## src/rtl/mem_port_arbiter.sv

```systemverilog
// Shared instruction/data memory port sequencer for the multicycle MIPS datapath.
// Round-robin arbitration between fetch and load/store, fixed read latency, misalignment errors.
module mem_port_arbiter #(
  parameter int ADDR_W   = 32,
  parameter int DATA_W   = 32,
  parameter int READ_LAT = 2
) (
  input  logic              Clk,
  input  logic              Reset_n,
  input  logic              If_req,
  input  logic [ADDR_W-1:0] If_addr,
  output logic              If_ack,
  input  logic              D_req,
  input  logic              D_wr,
  input  logic [ADDR_W-1:0] D_addr,
  input  logic [DATA_W-1:0] D_wdata,
  output logic              D_ack,
  output logic [DATA_W-1:0] Rdata,
  output logic              Err,
  output logic [ADDR_W-1:0] Mem_addr,
  output logic [DATA_W-1:0] Mem_wdata,
  output logic              Mem_wr,
  input  logic [DATA_W-1:0] Mem_rdata,
  output logic              Busy,
  output logic              Grant
);

  typedef enum logic [1:0] {IDLE, ISSUE, WAIT, DONE} state_t;

  localparam logic [3:0] LAT = 4'(READ_LAT);

  state_t            state;
  logic              last_grant;
  logic [3:0]        wait_cnt;
  logic              pick_d;
  logic [ADDR_W-1:0] win_addr;
  logic              misaligned;

  // On a conflict the requester that did not win last time gets the port.
  always_comb begin
    pick_d = D_req;
    if (If_req && D_req)
      pick_d = ~last_grant;
    win_addr   = pick_d ? D_addr : If_addr;
    misaligned = (win_addr[1:0] != 2'b00);
  end

  always_ff @(posedge Clk) begin
    if (!Reset_n) begin
      state      <= IDLE;
      last_grant <= 1'b1;
      wait_cnt   <= 4'd0;
      Mem_addr   <= '0;
      Mem_wdata  <= '0;
      Mem_wr     <= 1'b0;
      If_ack     <= 1'b0;
      D_ack      <= 1'b0;
      Rdata      <= '0;
      Err        <= 1'b0;
      Busy       <= 1'b0;
      Grant      <= 1'b0;
    end else begin
      case (state)
        IDLE: begin
          if (If_req || D_req) begin
            Grant      <= pick_d;
            last_grant <= pick_d;
            Mem_addr   <= win_addr;
            Mem_wdata  <= pick_d ? D_wdata : '0;
            Busy       <= 1'b1;
            // Misaligned words skip the memory entirely and report at once.
            if (misaligned) begin
              state  <= DONE;
              Err    <= 1'b1;
              Rdata  <= '0;
              If_ack <= ~pick_d;
              D_ack  <= pick_d;
            end else begin
              state  <= ISSUE;
              Mem_wr <= pick_d & D_wr;
            end
          end
        end
        ISSUE: begin
          if (Mem_wr) begin
            Mem_wr <= 1'b0;
            Rdata  <= '0;
            If_ack <= ~Grant;
            D_ack  <= Grant;
            state  <= DONE;
          end else begin
            wait_cnt <= 4'd1;
            state    <= WAIT;
          end
        end
        WAIT: begin
          if (wait_cnt == LAT) begin
            Rdata    <= Mem_rdata;
            If_ack   <= ~Grant;
            D_ack    <= Grant;
            wait_cnt <= 4'd0;
            state    <= DONE;
          end else begin
            wait_cnt <= wait_cnt + 4'd1;
          end
        end
        DONE: begin
          If_ack <= 1'b0;
          D_ack  <= 1'b0;
          Err    <= 1'b0;
          Rdata  <= '0;
          Busy   <= 1'b0;
          state  <= IDLE;
        end
        default: state <= IDLE;
      endcase
    end
  end

endmodule

```

## config.mk

```make
export PLATFORM = sky130hd
export DESIGN_NAME = mem_port_arbiter
export DESIGN_NICKNAME = d
export VERILOG_FILES = /design/src/rtl/mem_port_arbiter.sv
export SDC_FILE = /design/constraint.sdc
export NUM_CORES = 1
export LEC_CHECK = 0
export BUFFER_PORTS_ARGS = -buffer_cell sky130_fd_sc_hd__buf_2
export CORE_MARGIN = 4
export CORE_UTILIZATION = 42
export CTS_BUF_LIST = sky130_fd_sc_hd__clkbuf_2
export CTS_CLUSTER_SIZE = 16
export DETAILED_ROUTE_END_ITERATION = 16
export PLACE_DENSITY = 0.77
export SYNTH_ARGS = -nofsm -noshare
export SYNTH_HDL_FRONTEND = slang
export SYNTH_SLANG_ARGS = --single-unit
```

## constraint.sdc

```tcl
create_clock -name Clk -period 2.18 [get_ports Clk]
set_clock_uncertainty 0.05 [all_clocks]
set_input_delay 0.436 -clock Clk [delete_from_list [all_inputs] [get_ports Clk]]
set_output_delay 0.436 -clock Clk [all_outputs]
set_load 0.1 [all_outputs]
```

# After elaboration in Yosys (flattened, before gate mapping)
# Cells that the tools add are included.
# totals
input_bits,133
reg_bits,109
elab_cells,75
output_inout_bits,102
# op_classes
bitwise_logic,4
reduce_logical,14
n_mux,34
add_sub_neg,1
eq_ne,10
# ops
operator,n
32-bit 2-to-1 mux,6
32-bit one-hot mux with 4 select lines,1
1-bit 2-to-1 mux,15
2-bit inequality test (second input constant),6
4-bit 2-to-1 mux,2
1-bit one-hot mux with 4 select lines,2
2-bit one-hot mux with 4 select lines,1
4-bit one-hot mux with 2 select lines,1
2-bit AND reduction,4
2-bit nonzero test,4
2-bit 2-to-1 mux,3
1-bit one-hot mux with 2 select lines,3
3-bit AND reduction,2
4-bit by 1-bit adder with 4-bit output (second input constant),1
2-bit == test (second input constant),2
4-bit by 2-bit == test with 1-bit output (second input constant),1
4-bit AND reduction,1
1-bit NOT,3
2-bit by 1-bit == test with 1-bit output (second input constant),1
2-bit logical NOT,1
1-bit bitwise AND,1
1-bit logical AND,1
1-bit logical OR,1

# Depth between registers and ports, before layout
# Gate-level depths: netlist (run 1).
# depth
ltp_word,7
depth_mapped,7
depth_no_buf,6

# Worst setup path after synthesis (run 1)
# No wires, ideal clock.
# synth_path
path_kind,register -> register
start,register Mem_wr
end,register If_ack
period_less_slack_ns,2.261
path_stages_with_launch,5
path_slack_ns,-0.081
path_buffers,0
t_arrival_ns,2.089
path_cell_list,dfxtp_1 > inv_1 > a222oi_1 > nand2_2 > o311a_1
# synth_between
elab_chain_cells,2
# synth_lines
element,line_no,text
"start, declared",22,"output logic Mem_wr,"
"start signal, assigned",80,Mem_wr <= pick_d & D_wr;
2-bit inequality test (no line),-,
4-bit AND reduction (no line),-,
"end signal, assigned",76,If_ack <= ~pick_d;
"end signal, assigned",88,If_ack <= ~Grant;
"end signal, assigned",99,If_ack <= ~Grant;
"end, declared",12,"output logic If_ack,"
# No other way between the ends.
# A chain may end at the register's enable or synchronous reset.

# Worst setup path in the final report (run 1)
# layout_path
start,register wait_cnt[1]
end,register Rdata[18]
# layout_between
elab_chain_cells,3
# layout_lines
element,line_no,text
"start, declared",34,logic [3:0] wait_cnt;
"start signal, assigned",104,wait_cnt <= wait_cnt + 4'd1;
4-bit by 2-bit == test with 1-bit output,97,if (wait_cnt == LAT) begin
2-bit inequality test (no line),-,
4-bit AND reduction (no line),-,
"end signal, assigned",98,Rdata <= Mem_rdata;
"end, declared",18,"output logic [DATA_W-1:0] Rdata,"
# No other way between the ends.

==> results of run 1 <==
## what timing repair did
item,in CTS,in global routing
hold endpoints to repair,4,5
endpoints found under the setup margin,0,41
hold buffers,4,8
gates resized for setup,0,3
buffers inserted,0,3
## tightest hold or removal path: stages
cell     delay [ns]
buf_2          0.07
a22oi_1        0.05
nor2_1         0.08
## power by group
group | switching, W | internal (W) | total [W]
registers | 0.000255 | 0.00246 | 0.00272
logic | 0.00463 | 0.00131 | 0.00594
clock network | 0.000623 | 0.000255 | 0.000878
total | 0.00551 | 0.00403 | 0.00954
## cell type report
type | instances | area share [%]
multi-input combinational | 358 | 34.79
clock buffer | 10 | 0.8225
sequential | 109 | 35.90
tap | 136 | 2.797
inverter | 7 | 0.4318
timing repair buffer | 263 | 24.35
antenna | 1 | 0.04113
clock inverter | 5 | 0.8637
## worst paths after layout
path	depth (start not counted)	slack (ns)	endpoint
max	6	0.12	Rdata[18]
min	3	0.05	Mem_wdata[5]
max reg2reg	6	0.12	Rdata[18]
min reg2reg	2	0.42	Rdata[20]
## flip-flops by register name, indices dropped and copies added (netlist names), 2 cells and up
register   flops
Mem_addr      32
Mem_wdata     32
Rdata         32
state          2
wait_cnt       4
## metrics by stage
| step | area, sq um | util [%] | hold WS [ns] |
|---|---|---|---|
| floorplan | 4497 | - | 0.4097 |
| global placement | 5821 | 56.13 | 0.3914 |
| detailed placement | 5821 | 56.13 | 0.4002 |
| CTS | 5963 | 57.50 | 0.0001593 |
| global route | 6085 | 58.68 | 0.002380 |
| finish | 6085 | 58.68 | 0.04823 |
## per-layer routing
metal / track usage (%) / vias to the layer above / share of wire [%]
li1: - / 2271 / -
met1: 22.38 / 2117 / 39
met2: 34.62 / 185 / 50
met3: 5.380 / 26 / 7.9
met4: 8.840 / 0 / 2.6
met5: 0 / - / 0
## cells by family (layout without fill, tap and decap cells)
logic type | Yosys count | after routing | synth area share, %
multiplexers | 35 | 35 | 7.793
other | 0 | 1 | 0
AND/OR/NAND/NOR | 226 | 226 | 21.15
adder cells (fa/ha/maj) | 7 | 7 | 1.948
flip-flops | 109 | 109 | 48.54
buffers and inverters | 51 | 285 | 4.759
AO/OA/AOI/OAI | 90 | 90 | 15.81
## synthesized netlist by cell type, drive strengths merged (2+ instances only)
master / count / share of area, %
a22oi: 32 / 5.3
a21o: 2 / 0.33
nand2: 103 / 8.7
a311oi: 32 / 6.2
inv: 7 / 0.58
o21ai: 4 / 0.45
nor2: 72 / 6.0
o311a: 2 / 0.45
a21oi: 5 / 0.56
or3b: 2 / 0.45
ha: 7 / 1.9
dfxtp: 109 / 49
nand3: 34 / 3.8
buf: 7 / 1.1
and3: 2 / 0.28
clkbuf: 37 / 3.1
a21boi: 3 / 0.50
mux2i: 35 / 7.8
or4: 2 / 0.33
nor2b: 2 / 0.28
nor3b: 3 / 0.50
==> flow_summary_export.csv, run 1 <==
group,metric,value,unit
timing,setup_tns,0,ns
placed_design,gp_congestion,0.8065,
logic_synthesis,ys.flop_type,"dfxtp_1",
clocking,clk_path_buf_depth,2,
floorplanning,ios,235,
setup_path,path_cells,"ha_1 -> or3b_4 -> a222oi_1 -> nand2_2 -> buf_12 -> mux2i_1",
power_and_ir_drop,leakage,2.972,nW
setup_path,reg2reg_from,"wait_cnt[1]",
global_route,grt_use_total,19.73,%
floorplanning,num_rows,37,
clocking,clock-sinks,109,
hold_path,hp-start,"D_wdata[5]",
run,maxCapViolCount,0,
clocking,cts-htree-levels,3,
clocking,clk_pin_slew_worst_paths,0.27,ns
global_route,grt_pass1_vias,4511,
clocking,cts_root_buf,"clkbuf_2",
clocking,clock_latency,0.54,ns
setup_path,critical_path_class,"register to register",
timing,hold_violations,0,
logic_synthesis,synth_edf_count,0,
placed_design,hpwl,9.674,mm
power_and_ir_drop,cellPowerDensity,1567,nW/um^2
setup_path,end_kind,"register",
timing,fin_crit,2.062,ns
route,drc_errors,0,
cells_and_area,drive_gt1_share,36.70,%
timing,fin_crit_sh,94.59,%
route,dr_total_vias,4599,
setup_path,crit_required,2.60,ns
floorplanning,core,10370,sq um
logic_synthesis,ys_ff_latch,109,
timing,rsz0062_at_grt,"no",
logic_synthesis,netlist_area,4496,sq um
global_route,grt_pass1_wl,20.66,mm
placed_design,port_buffers,234,
cells_and_area,area_growth,35.35,%
logic_synthesis,netlist_instances,518,
floorplanning,die_width,111.5,um
power_and_ir_drop,power,0.009538,W
cells_and_area,multiInputGateArea,2117,sq um
placed_design,pre_cts_ws,0.1068,ns
timing,finalSetupViolations,0,
setup_path,worst-path-buf-inv,1,
setup_path,crit_fanout,32,
run_status,outcome,"complete, no violations",
logic_synthesis,yosysUniqueCellTypes,42,
power_and_ir_drop,peakVddDrop,838.9,uV
cells_and_area,nets,888,
global_route,grt_max_degree,72,
global_route,antenna_found_initial,1,
logic_synthesis,synth_area_per_cell,8.679,sq um
cells_and_area,fillers,945,
route,wirelength,13.28,mm
cells_and_area,final_cell_mix,"234 x buf_2, 107 x dfxtp_1, 102 x nand2_1",
placed_design,placedCellCount,858,
setup_path,crit_family,"simple AND/OR/NAND/NOR gates",
setup_path,crit_arrival,2.48,ns
route,avgRoutedWirePerCell,14.94,um
route,drtIter0Drc,329,
setup_path,start_kind,"register",
floorplanning,die_h,111.5,um
timing,maxSlewViolCount,0,
clocking,cts_made_buffers,9,
floorplanning,start_util,43.35,%
timing,slew_headroom,57.18,%
route,final_antenna_net_count,0,
hold_path,hp-class,"primary input to register",
cells_and_area,seq_area,2185,sq um
timing,max_freq,484.9,MHz
global_route,grt-ovfl-total,0,
clocking,cts_tree,"built",
logic_synthesis,synth_seq_area_share,48.54,%
route,drt_pass1_iterations,5,
timing,layout_setup_ws,0.1178,ns
logic_synthesis,ys_warn_count,0,
setup_path,crit_path_start,"wait_cnt[1]",
logic_synthesis,synth_nets,658,
route,via_per_inst,5.173,
setup_path,max_stage_delay,0.45,ns
cells_and_area,final_common_cell,"buf_2",
logic_synthesis,synthArstFlopShare,0,%
floorplanning,die-area,12420,sq um
cells_and_area,stdcell_count,889,
timing,tightest_slew,0.6423,ns
setup_path,critical-path-slowest-cell,"dfxtp_1",
(Power assumes the default switching activity.)
==> inputs of run 2 (changes only) <==
REMOVE_ABC_BUFFERS = 1   (was default)
==> run 2 against run 1 <==
Largest power group unchanged. Critical endpoint is now Rdata[1]. Total power rose by 2.7%. Global-route usage is 3.0 points higher. Highest routed layer unchanged. Cell area rose by 11%.
==> flow_summary_export.csv, run 2 (synthesized netlist as in run 1, its figures left out) <==
group,metric,value,unit
timing,tightest_slew,0.6315,ns
floorplanning,num_rows,37,
timing,fin_crit_sh,97.32,%
global_route,grt_pass1_vias,4844,
power_and_ir_drop,peakVddDrop,889.4,uV
timing,rsz0062_at_grt,"yes",
cells_and_area,num_antenna_cells,0,
global_route,grt_use_total,22.78,%
clocking,cts_tree,"built",
cells_and_area,fin_area,6726,sq um
cells_and_area,stdcell_count,947,
clocking,cts-htree-levels,3,
route,wirelength,14.57,mm
cells_and_area,seq_area,2183,sq um
placed_design,placedCellCount,857,
cells_and_area,drive_gt1_share,33.91,%
hold_path,hold_depth,3,
placed_design,hpwl,9.602,mm
route,drtIter0Drc,480,
floorplanning,ios,235,
run,maxCapViolCount,0,
route,drc_errors,0,
route,dr_total_vias,4990,
hold_path,hp-class,"primary input to register",
run_status,outcome,"complete, no violations",
route,final_antenna_net_count,0,
clocking,clk_pin_slew_worst_paths,0.31,ns
setup_path,crit_path_start,"wait_cnt[0]",
floorplanning,die_width,111.5,um
global_route,grt-ovfl-total,0,
placed_design,dpl_cell_area,5824,sq um
setup_path,crit_arrival,2.54,ns
cells_and_area,reg_top3,"Mem_addr (32), Mem_wdata (32), Rdata (32)",
power_and_ir_drop,leakage,3.233,nW
timing,finalSetupViolations,0,
global_route,grt_max_degree,72,
floorplanning,die-area,12420,sq um
setup_path,crit_required,2.60,ns
route,avgRoutedWirePerCell,15.39,um
floorplanning,start_util,43.35,%
route,drt_pass1_iterations,5,
floorplanning,die_h,111.5,um
timing,slew_headroom,57.90,%
clocking,cts_root_buf,"clkbuf_2",
global_route,antenna_found_initial,0,
setup_path,critical_path_class,"register to register",
clocking,cts_made_buffers,9,
clocking,clk_path_buf_depth,2,
cells_and_area,area_growth,49.62,%
cells_and_area,fillers,839,
timing,max_freq,471.4,MHz
route,via_per_inst,5.269,
setup_path,reg2reg_from,"wait_cnt[0]",
cells_and_area,multiInputGateArea,2128,sq um
global_route,grt_pass1_wl,23.56,mm
timing,hold_violations,0,
floorplanning,core,10370,sq um
clocking,clock-sinks,109,
setup_path,r2r_cells,7,
placed_design,port_buffers,234,
timing,fin_crit,2.122,ns
setup_path,reg2reg_slack,0.06,ns
setup_path,setup.worst_path.end,"Rdata[1]",
setup_path,end_kind,"register",
placed_design,gp_congestion,0.8553,
setup_path,crit_fanout,32,
setup_path,start_kind,"register",
cells_and_area,final_common_cell,"buf_2",
cells_and_area,nets,947,
setup_path,r2r-end,"Rdata[1]",
power_and_ir_drop,cellPowerDensity,1456,nW/um^2
clocking,clock_latency,0.54,ns
cells_and_area,final_cell_mix,"234 x buf_2, 108 x dfxtp_1, 102 x nand2_1",
timing,maxSlewViolCount,0,
## run 2: cell count changes in the layout (fill, tap and decap cells not counted), sizes merged
cell,delta
buf,-3
clkbuf,-1
diode,-1
dlygate4sd3,+62
clkinv,-2
clkinvlp,-1
bufinv,+1
inv,+3
## run 2: final cells by class
cell class	count	share of cell area [%]
timing repair buffer	322	30.92
clock buffer	9	0.6696
multi-input combinational	358	31.64
tap	136	2.530
inverter	7	0.3906
sequential	109	32.46
clock inverter	6	1.395
## run 2: power breakdown
part,switching [W],internal (W),total [W]
Clock,0.000666,0.000386,0.00105
Sequential,0.000259,0.00247,0.00272
Combinational,0.00467,0.00135,0.00602
## run 2: routing by layer
layer / wire, um / GRT usage, % / vias up
li1: - / - / 2384
met5: 0 / 0 / -
met4: 463 / 8.840 / 0
met2: 7226 / 39.69 / 287
met1: 5642 / 26.96 / 2278
met3: 1237 / 5.707 / 41
## run 2: per-stage QoR
step	total power (W)	hold slack, ns	setup WS [ns]	util, %	TNS (ns)
4_1_cts	0.009788	0.0003689	0.03188	64.45	0
2_1_floorplan	0.007452	0.4102	-1.130	-	-78.41
6_report	0.009796	0.05716	0.05848	64.86	0
3_5_place_dp	0.008622	0.4000	0.07406	56.17	0
3_3_place_gp	0.008521	0.3906	0.1521	56.17	0
5_1_grt	0.01025	0.0007253	-0.05253	64.86	-0.4949
## run 2: how the worst min path moves through the flow
stage               slack [ns]            end           from
finish                    0.06       Rdata[9]   Mem_rdata[9]
global route            0.0007      Rdata[20]  Mem_rdata[20]
CTS                     0.0004  Mem_wdata[12]    D_wdata[12]
detailed placement        0.40      Rdata[12]      Rdata[12]
global placement          0.39       Rdata[7]       Rdata[7]
floorplan                 0.41     last_grant     last_grant
## run 2: worst max-delay path, stage by stage, from the launching register on
cell	delay, ns
dfxtp_2	0.40
inv_1	0.09
ha_1	0.14
or3b_4	0.39
a222oi_1	0.41
nand2_2	0.15
buf_12	0.22
mux2i_2	0.17
## run 2: what timing repair did
action                                 in CTS  in global routing
endpoints found under the hold margin      51                  2
buffers inserted                            0                  1
hold buffers                               72                  2
setup endpoints to repair                   0                 34
resized for setup                           0                  4
